<file path="config.mk">
export PLATFORM = sky130hd
export DESIGN_NAME = dac_run_ctrl
export DESIGN_NICKNAME = d
export VERILOG_FILES = /design/src/rtl/dac_run_ctrl.sv
export SDC_FILE = /design/constraint.sdc
export NUM_CORES = 1
export LEC_CHECK = 0
export ABC_AREA = 1
export BUFFER_PORTS_ARGS = -buffer_cell sky130_fd_sc_hd__buf_2
export CORE_MARGIN = 2
export CORE_UTILIZATION = 61
export DETAILED_ROUTE_END_ITERATION = 10
export PLACE_DENSITY = 0.76
export SLEW_MARGIN = 5
export SYNTH_ARGS = -nofsm -noshare
export SYNTH_HDL_FRONTEND = slang
export SYNTH_SLANG_ARGS = --single-unit
</file>
<file path="constraint.sdc">
create_clock -name clk -period 7.7 [get_ports clk]
set_input_delay 0.77 -clock clk [delete_from_list [all_inputs] [get_ports clk]]
set_output_delay 0.77 -clock clk [all_outputs]
set_load 0.03 [all_outputs]
</file>
<file path="src/rtl/dac_run_ctrl.sv">
// -----------------------------------------------------------------------------
// dac_run_ctrl
//
// Run sequencer for one DAC channel. The PS programs the timing of the
// sequence over its GPIO bus: one shared serial data line (sdata) and one
// serial clock per configuration register. Configuration shifts are only
// accepted while this channel's bit in the one-hot channel-select register is
// set. A PS trigger then walks the channel through PRE (delay), RUN (FIFO
// playback) and POST (delay) phases, finishing with a one-cycle DONE pulse.
//
// Optional feature, macro DAC_RUN_MASK_EN:
//   defined   - a 1-bit mask_en register is shifted on mask_enable_clk and,
//               when set, run_mask flags the first and last RUN cycle.
//   undefined - no mask register, mask_enable_clk is ignored, run_mask = 0.
//
// Parameters:
//   CHANNEL_INDEX  select-register bit that addresses this instance (0..15)
//   GPIO_W         GPIO bus width
//   CNT_W          width of the pre-delay / run / post-delay registers
//   SEL_W          channel-select register width
//
// Ports:
//   clk       in   fabric clock
//   rst       in   asynchronous active-high reset
//   gpio_in   in   PS GPIO bus:  0 sdata, 2 channel_sel_clk, 3 cycle_count_clk,
//                  5 pl_rst, 6 trigger_line, 9 pre_delay_cycle_clk,
//                  10 post_delay_cycle_clk, 12 mask_enable_clk
//   run_en    out  FIFO read/play enable, high only in RUN
//   busy      out  high in PRE, RUN and POST
//   done      out  one-cycle pulse when a sequence completes
//   run_mask  out  waveform edge mask (optional feature)
//   sel_hit   out  channel-select bit CHANNEL_INDEX is set
// -----------------------------------------------------------------------------
module dac_run_ctrl #(
  parameter int CHANNEL_INDEX = 0,
  parameter int GPIO_W        = 16,
  parameter int CNT_W         = 32,
  parameter int SEL_W         = 16
) (
  input  logic              clk,
  input  logic              rst,
  input  logic [GPIO_W-1:0] gpio_in,
  output logic              run_en,
  output logic              busy,
  output logic              done,
  output logic              run_mask,
  output logic              sel_hit
);

  // GPIO bit positions
  localparam int B_SDATA    = 0;
  localparam int B_SEL_CLK  = 2;
  localparam int B_RUN_CLK  = 3;
  localparam int B_PL_RST   = 5;
  localparam int B_TRIG     = 6;
  localparam int B_PRE_CLK  = 9;
  localparam int B_POST_CLK = 10;
  localparam int B_MASK_CLK = 12;

  // Positions of the used lines inside the local synchroniser vectors
  localparam int I_SDATA = 0;
  localparam int I_SEL   = 1;
  localparam int I_RUN   = 2;
  localparam int I_PLRST = 3;
  localparam int I_TRIG  = 4;
  localparam int I_PRE   = 5;
  localparam int I_POST  = 6;
  localparam int I_MASK  = 7;

  localparam logic [GPIO_W-1:0] G_ONE = {{(GPIO_W-1){1'b0}}, 1'b1};
  localparam logic [GPIO_W-1:0] USED_BASE = (G_ONE << B_SDATA)   | (G_ONE << B_SEL_CLK) |
                                            (G_ONE << B_RUN_CLK) | (G_ONE << B_PL_RST)  |
                                            (G_ONE << B_TRIG)    | (G_ONE << B_PRE_CLK) |
                                            (G_ONE << B_POST_CLK);
`ifdef DAC_RUN_MASK_EN
  localparam int NSYNC = 8;
  localparam logic [GPIO_W-1:0] USED_MASK = USED_BASE | (G_ONE << B_MASK_CLK);
`else
  localparam int NSYNC = 7;
  localparam logic [GPIO_W-1:0] USED_MASK = USED_BASE;
`endif

  localparam logic [CNT_W-1:0] CNT_ZERO = '0;
  localparam logic [CNT_W-1:0] CNT_ONE  = {{(CNT_W-1){1'b0}}, 1'b1};

  typedef enum logic [2:0] {
    S_IDLE = 3'd0,
    S_PRE  = 3'd1,
    S_RUN  = 3'd2,
    S_POST = 3'd3,
    S_DONE = 3'd4
  } state_t;

  // First phase with a nonzero count, in sequence order; DONE if none.
  // Phases already completed are passed in as zero.
  function automatic state_t first_phase(input logic [CNT_W-1:0] pre,
                                         input logic [CNT_W-1:0] run,
                                         input logic [CNT_W-1:0] post);
    if (pre != CNT_ZERO)       return S_PRE;
    else if (run != CNT_ZERO)  return S_RUN;
    else if (post != CNT_ZERO) return S_POST;
    else                       return S_DONE;
  endfunction

  // Counter value on entry to a phase: the counter runs down to 0, so a
  // phase of N cycles starts at N-1.
  function automatic logic [CNT_W-1:0] phase_load(input state_t           st,
                                                  input logic [CNT_W-1:0] pre,
                                                  input logic [CNT_W-1:0] run,
                                                  input logic [CNT_W-1:0] post);
    case (st)
      S_PRE:   return pre - CNT_ONE;
      S_RUN:   return run - CNT_ONE;
      S_POST:  return post - CNT_ONE;
      default: return CNT_ZERO;
    endcase
  endfunction

  // ---------------------------------------------------------------------------
  // Input synchronisation and edge detection
  // ---------------------------------------------------------------------------
  logic [NSYNC-1:0] gpio_used;
  logic [NSYNC-1:0] sync1_q, sync2_q;
  logic [NSYNC-1:1] sync3_q;
  logic [NSYNC-1:1] stb;
  logic             unused_gpio;

  always_comb begin
    gpio_used          = '0;
    gpio_used[I_SDATA] = gpio_in[B_SDATA];
    gpio_used[I_SEL]   = gpio_in[B_SEL_CLK];
    gpio_used[I_RUN]   = gpio_in[B_RUN_CLK];
    gpio_used[I_PLRST] = gpio_in[B_PL_RST];
    gpio_used[I_TRIG]  = gpio_in[B_TRIG];
    gpio_used[I_PRE]   = gpio_in[B_PRE_CLK];
    gpio_used[I_POST]  = gpio_in[B_POST_CLK];
`ifdef DAC_RUN_MASK_EN
    gpio_used[I_MASK]  = gpio_in[B_MASK_CLK];
`endif
  end

  assign unused_gpio = ^(gpio_in & ~USED_MASK);

  always_ff @(posedge clk or posedge rst) begin
    if (rst) begin
      sync1_q <= '0;
      sync2_q <= '0;
      sync3_q <= '0;
    end else begin
      sync1_q <= gpio_used;
      sync2_q <= sync1_q;
      sync3_q <= sync2_q[NSYNC-1:1];
    end
  end

  // sdata is a level sampled at the same synchroniser depth as the strobes,
  // so a data bit set up with its serial clock is seen by that clock's strobe.
  logic sdata_s;
  logic trig_stb;
  logic soft_rst;

  assign stb      = sync2_q[NSYNC-1:1] & ~sync3_q;
  assign sdata_s  = sync2_q[I_SDATA];
  assign trig_stb = stb[I_TRIG];
  // A held pl_rst keeps the sequencer parked in IDLE, not just the edge.
  assign soft_rst = stb[I_PLRST] | sync2_q[I_PLRST];

  // ---------------------------------------------------------------------------
  // Select and configuration shift registers (shadow copies)
  // ---------------------------------------------------------------------------
  logic [SEL_W-1:0] sel_q;
  logic [CNT_W-1:0] pre_cfg_q, run_cfg_q, post_cfg_q;
`ifdef DAC_RUN_MASK_EN
  logic             mask_cfg_q;
`endif

  assign sel_hit = sel_q[CHANNEL_INDEX];

  always_ff @(posedge clk or posedge rst) begin
    if (rst) begin
      sel_q      <= '0;
      pre_cfg_q  <= '0;
      run_cfg_q  <= '0;
      post_cfg_q <= '0;
`ifdef DAC_RUN_MASK_EN
      mask_cfg_q <= 1'b0;
`endif
    end else begin
      // The select register shifts in every instance on the shared bus.
      if (stb[I_SEL])             sel_q      <= {sel_q[SEL_W-2:0], sdata_s};
      if (sel_hit && stb[I_PRE])  pre_cfg_q  <= {pre_cfg_q[CNT_W-2:0], sdata_s};
      if (sel_hit && stb[I_RUN])  run_cfg_q  <= {run_cfg_q[CNT_W-2:0], sdata_s};
      if (sel_hit && stb[I_POST]) post_cfg_q <= {post_cfg_q[CNT_W-2:0], sdata_s};
`ifdef DAC_RUN_MASK_EN
      if (sel_hit && stb[I_MASK]) mask_cfg_q <= sdata_s;
`endif
    end
  end

  // ---------------------------------------------------------------------------
  // Sequencer: state register / next-state / outputs
  // ---------------------------------------------------------------------------
  state_t           state_q, state_d;
  logic [CNT_W-1:0] cnt_q, cnt_d;
  logic [CNT_W-1:0] act_run_q, act_post_q;
  logic             capture;
`ifdef DAC_RUN_MASK_EN
  logic             act_mask_q;
`endif

  always_ff @(posedge clk or posedge rst) begin
    if (rst) state_q <= S_IDLE;
    else     state_q <= state_d;
  end

  always_comb begin
    state_d = state_q;
    cnt_d   = cnt_q;
    capture = 1'b0;
    if (soft_rst) begin
      state_d = S_IDLE;
      cnt_d   = CNT_ZERO;
    end else begin
      case (state_q)
        S_IDLE: begin
          // Shadows are read before any same-cycle shift lands.
          if (trig_stb && sel_hit) begin
            capture = 1'b1;
            state_d = first_phase(pre_cfg_q, run_cfg_q, post_cfg_q);
            cnt_d   = phase_load(state_d, pre_cfg_q, run_cfg_q, post_cfg_q);
          end
        end
        S_PRE: begin
          if (cnt_q == CNT_ZERO) begin
            state_d = first_phase(CNT_ZERO, act_run_q, act_post_q);
            cnt_d   = phase_load(state_d, CNT_ZERO, act_run_q, act_post_q);
          end else begin
            cnt_d = cnt_q - CNT_ONE;
          end
        end
        S_RUN: begin
          if (cnt_q == CNT_ZERO) begin
            state_d = first_phase(CNT_ZERO, CNT_ZERO, act_post_q);
            cnt_d   = phase_load(state_d, CNT_ZERO, CNT_ZERO, act_post_q);
          end else begin
            cnt_d = cnt_q - CNT_ONE;
          end
        end
        S_POST: begin
          if (cnt_q == CNT_ZERO) begin
            state_d = S_DONE;
            cnt_d   = CNT_ZERO;
          end else begin
            cnt_d = cnt_q - CNT_ONE;
          end
        end
        S_DONE:  state_d = S_IDLE;
        default: state_d = S_IDLE;
      endcase
    end
  end

  always_comb begin
    run_en   = (state_q == S_RUN);
    busy     = (state_q == S_PRE) || (state_q == S_RUN) || (state_q == S_POST);
    done     = (state_q == S_DONE);
    run_mask = 1'b0;
`ifdef DAC_RUN_MASK_EN
    // First RUN cycle has cnt = run-1, last has cnt = 0; both coincide when
    // run = 1, giving a single mask cycle.
    if ((state_q == S_RUN) && act_mask_q &&
        ((cnt_q == CNT_ZERO) || (cnt_q == (act_run_q - CNT_ONE))))
      run_mask = 1'b1;
`endif
  end

  // Phase counter and active copies taken at trigger time
  always_ff @(posedge clk or posedge rst) begin
    if (rst) begin
      cnt_q      <= '0;
      act_run_q  <= '0;
      act_post_q <= '0;
`ifdef DAC_RUN_MASK_EN
      act_mask_q <= 1'b0;
`endif
    end else begin
      cnt_q <= cnt_d;
      if (capture) begin
        act_run_q  <= run_cfg_q;
        act_post_q <= post_cfg_q;
`ifdef DAC_RUN_MASK_EN
        act_mask_q <= mask_cfg_q;
`endif
      end
    end
  end

endmodule

</file>
==> impl_results.md <==
- Worst R2R Start: pre_cfg_q[30]
- Worst Hold Path Cells: 1
- Synth area leaders: dfrtp_1 41%, nand2_1 15%, nor2_1 7.6%
- Area after DPL: 13400 µm²
- Clock tree buffer depth: 3
- IO Pins: 23
- Die width: 151 µm
- CTS Buf Count: 24
- Vert. Die Dim: 151 µm
- GRT Util Overall: 0.342
- Mux contribution to synthesized area: 0.00170
- Initial Util: 0.625
- Nature of the critical path endpoint: flip-flop
- # Post-CTS Setup Buffers: 0
- Synth Area in Simple Gates: 0.327
- DP HPWL: 28300 µm
- Hold Path End: sync1_q[1]
- Crit path arrival time: 5.00 ns
- Global-route wire length before repair: 60600 µm
- CTS tree: done
- EDFF count, synth: 0
- Post_cts resized: 0
- Post-synthesis compound-gate area fraction: 0.133
- Synth Warn #: 0
- Non-filler instance count after layout: 2163
- R2R Path End: cnt_q[6]
- TritonRoute pass-1 iters: 9
- Flops & latches, synth: 215
- Cell Rows: 53
- RePlAce Congestion: 0.942
- Fin. max-slew vios: 0
- Root Driver: clkbuf_16
- Antenna Cells: 0
- Synthesized area per cell: 6.98 µm²
- Worst R2R Path Depth: 18
- Dpl cells: 2123
- Static Leak: 6.81 nW
- Clk_skew: 0.0135 ns
- Mapped Cells: 1896
- Antenna Nets Post-Route: 0
- Top_reg_cell synth: dfrtp_1
- Final Setup Violations: 0
- Synth Area in Adders: 0.00473
- Asr flop ratio synth: 1.00
- Post-Syn Nets: 1919
- Clock-pin slew on the worst setup and hold paths: 0.06 ns
- WP data required: 8.14 ns
- H-tree lvl count: 1
- Final worst-path cycle share: 0.593
- Final Routed Wirelength: 38100 µm
- Vias per inst: 5.76
- Power Density: 419 nW/µm²
- Unrepaired setup endpoints after global routing: false
- Cell variety after synth: 52
- Largest family of logic cells by synthesized area: simple AND/OR/NAND/NOR gates
- Total Power: 0.00593 W
- Max-Cap Viols: 0
- Synth top area share: 0.407
- Die area: 22900 µm²
- Via count: 12500
- Initial antenna violation count: 0
- Violated checks: DRC
- Buffers on Ports: 12
- F_max: 219 MHz
- Fin Setup TNS: 0 ns
- Worst Hold Class: in2reg
- Final hold violation count: 0
- # clock sinks: 215
- Min cycle time layout: 4.57 ns
- Slew HR: 0.154
- Syn Std Cell Area: 13200 µm²
- Sequential-to-total area share from yosys stat: 0.407
- CP max FO: 42
- Slew @ Worst Pin: 1.26 ns
- Area growth syn-to-layout: 6.82%
- Fin Hold WS: 0.347 ns
- WL/cell: 17.6 µm
- Grt ovf: 0
- Core area: 21200 µm²
- Crit Path Class: reg2reg
- Layout cells sized above 1: 0.0630
- Hold Crit Start: gpio_in[2]
- Post-layout net count: 1897
- Max IR drop VDD: 0.279 mV
- Worst-Skew Late Latency: 0.53 ns
- Reg2Reg Setup Slack: 3.13 ns
- Number of global-route vias before repair: 11500
- Synth area leader: dfrtp_1
- Status: finished, violations left
- Cell area after layout: 14100 µm²
- Largest net degree at the start of global routing: 102
- Post-Synth XOR/XNOR Area: 0.0417
- CTS Hold Bufs: 0
- Post-route DRC: 1
- DR iter-0 viols: 1165
- Startpoint Class: flip-flop
-- sequential cells by signal, indices dropped and copies added, names as in the netlist --
register	cells
sel_q	1
sync2_q	7
cnt_q	32
state_q	3
act_run_q	32
sync1_q	7
sync3_q	5
act_post_q	32
post_cfg_q	32
run_cfg_q	32
pre_cfg_q	32
-- metal layers --
layer,GRT usage,vias to the layer above,wire (µm)
li1,-,6083,-
met1,0.499,5788,16900
met2,0.517,514,16600
met3,0.0639,83,3340
met4,0.109,0,1300
met5,0,-,0
-- worst max-delay path by stage --
stage          slack, ns  depth (start not counted)            end          start
3_3_place_gp        3.34                         22      cnt_q[22]   run_cfg_q[0]
2_1_floorplan       1.05                          1  act_post_q[0]            rst
5_1_grt             2.80                         18       cnt_q[6]  pre_cfg_q[30]
4_1_cts             3.26                         22      cnt_q[22]   run_cfg_q[0]
6_report            3.13                         18       cnt_q[6]  pre_cfg_q[30]
3_5_place_dp        3.28                         18       cnt_q[6]  pre_cfg_q[30]
-- power breakdown --
group          switching, W  internal [W]
registers          0.000421       0.00149
clock network      0.000456      0.000643
logic               0.00202      0.000902
-- worst max-delay path, stage by stage, from the launching register on --
cell	delay (ns)
dfrtp_1	0.44
nor2_1	0.11
nand2_1	0.06
nor2_1	0.13
nand2_1	0.16
nor2_4	0.68
nand2_4	0.47
inv_2	0.57
nor2_1	0.08
a21oi_1	0.34
inv_1	0.11
ha_1	0.25
nand2_1	0.12
nor2_4	0.06
nand2_1	0.11
o21ai_0	0.09
o21ai_0	0.39
nand3_1	0.11
o21ai_0	0.16
-- synthesized netlist by cell type, types with 3 or more instances --
library cell / count
buf_1: 3
nand3_1: 83
o31ai_1: 4
xnor2_1: 6
a22oi_1: 6
o22ai_1: 17
nand2_4: 3
nand4_1: 56
nor4_1: 6
a21oi_1: 77
nor2_2: 14
o211ai_1: 4
o21ai_1: 18
ha_1: 5
dfrtp_1: 215
nor3_1: 21
inv_2: 7
xor2_1: 57
nor2_1: 268
o221ai_1: 6
o21ai_0: 172
nand2_1: 511
a31oi_1: 3
nand3b_1: 6
nor2_4: 9
buf_2: 10
buf_4: 7
clkbuf_1: 44
nand2_2: 14
a221oi_1: 3
o2111ai_1: 4
inv_1: 205
nor3_2: 4
buf_6: 5
-- layout by cell type, fill, tap and decap left out, drive strengths merged, types with 2 or more instances in the layout --
cell type,Yosys,final
nand2,528,528
nor2,291,291
dfrtp,215,215
inv,212,212
o21ai,191,191
nand3,84,84
a21oi,77,77
xor2,57,57
nand4,57,57
clkbuf,44,35
nor3,26,26
buf,25,21
o22ai,17,17
nand3b,7,7
xnor2,6,6
o221ai,6,6
a22oi,6,6
nor4,6,6
ha,5,5
o211ai,4,4
o2111ai,4,4
o31ai,4,4
clkinv,0,4
a31oi,3,3
a221oi,3,3
and3,2,2
a211oi,2,2
and2,2,2
or2,2,2
mux2,2,2
o311ai,2,2
-- logic make-up (layout without fill, tap and decap cells) --
group                    after synthesis  after routing
AO/OA/AOI/OAI                        323            323
flip-flops                           215            215
other                                  1              1
XOR/XNOR                              63             63
multiplexers                           2              2
adder cells (fa/ha/maj)                5              5
AND/OR/NAND/NOR                     1006           1006
buffers and inverters                281            273
-- stage by stage --
stage | setup WS (ns) | utilization
6_report | 3.13 | 0.668
5_1_grt | 2.80 | 0.668
4_1_cts | 3.26 | 0.668
3_5_place_dp | 3.28 | 0.633
3_3_place_gp | 3.34 | 0.633
2_1_floorplan | 1.05 | -
-- layout make-up --
type / count / area, µm²
fillers: 1861 / 7020
clock inverters: 5 / 61.3
multi-input cells: 1400 / 6730
clock buffers: 35 / 682
well taps: 275 / 344
repair buffers: 21 / 128
flip-flops and latches: 215 / 5380
inverters: 212 / 803
No activity file was read; power rests on OpenSTA's default activity.
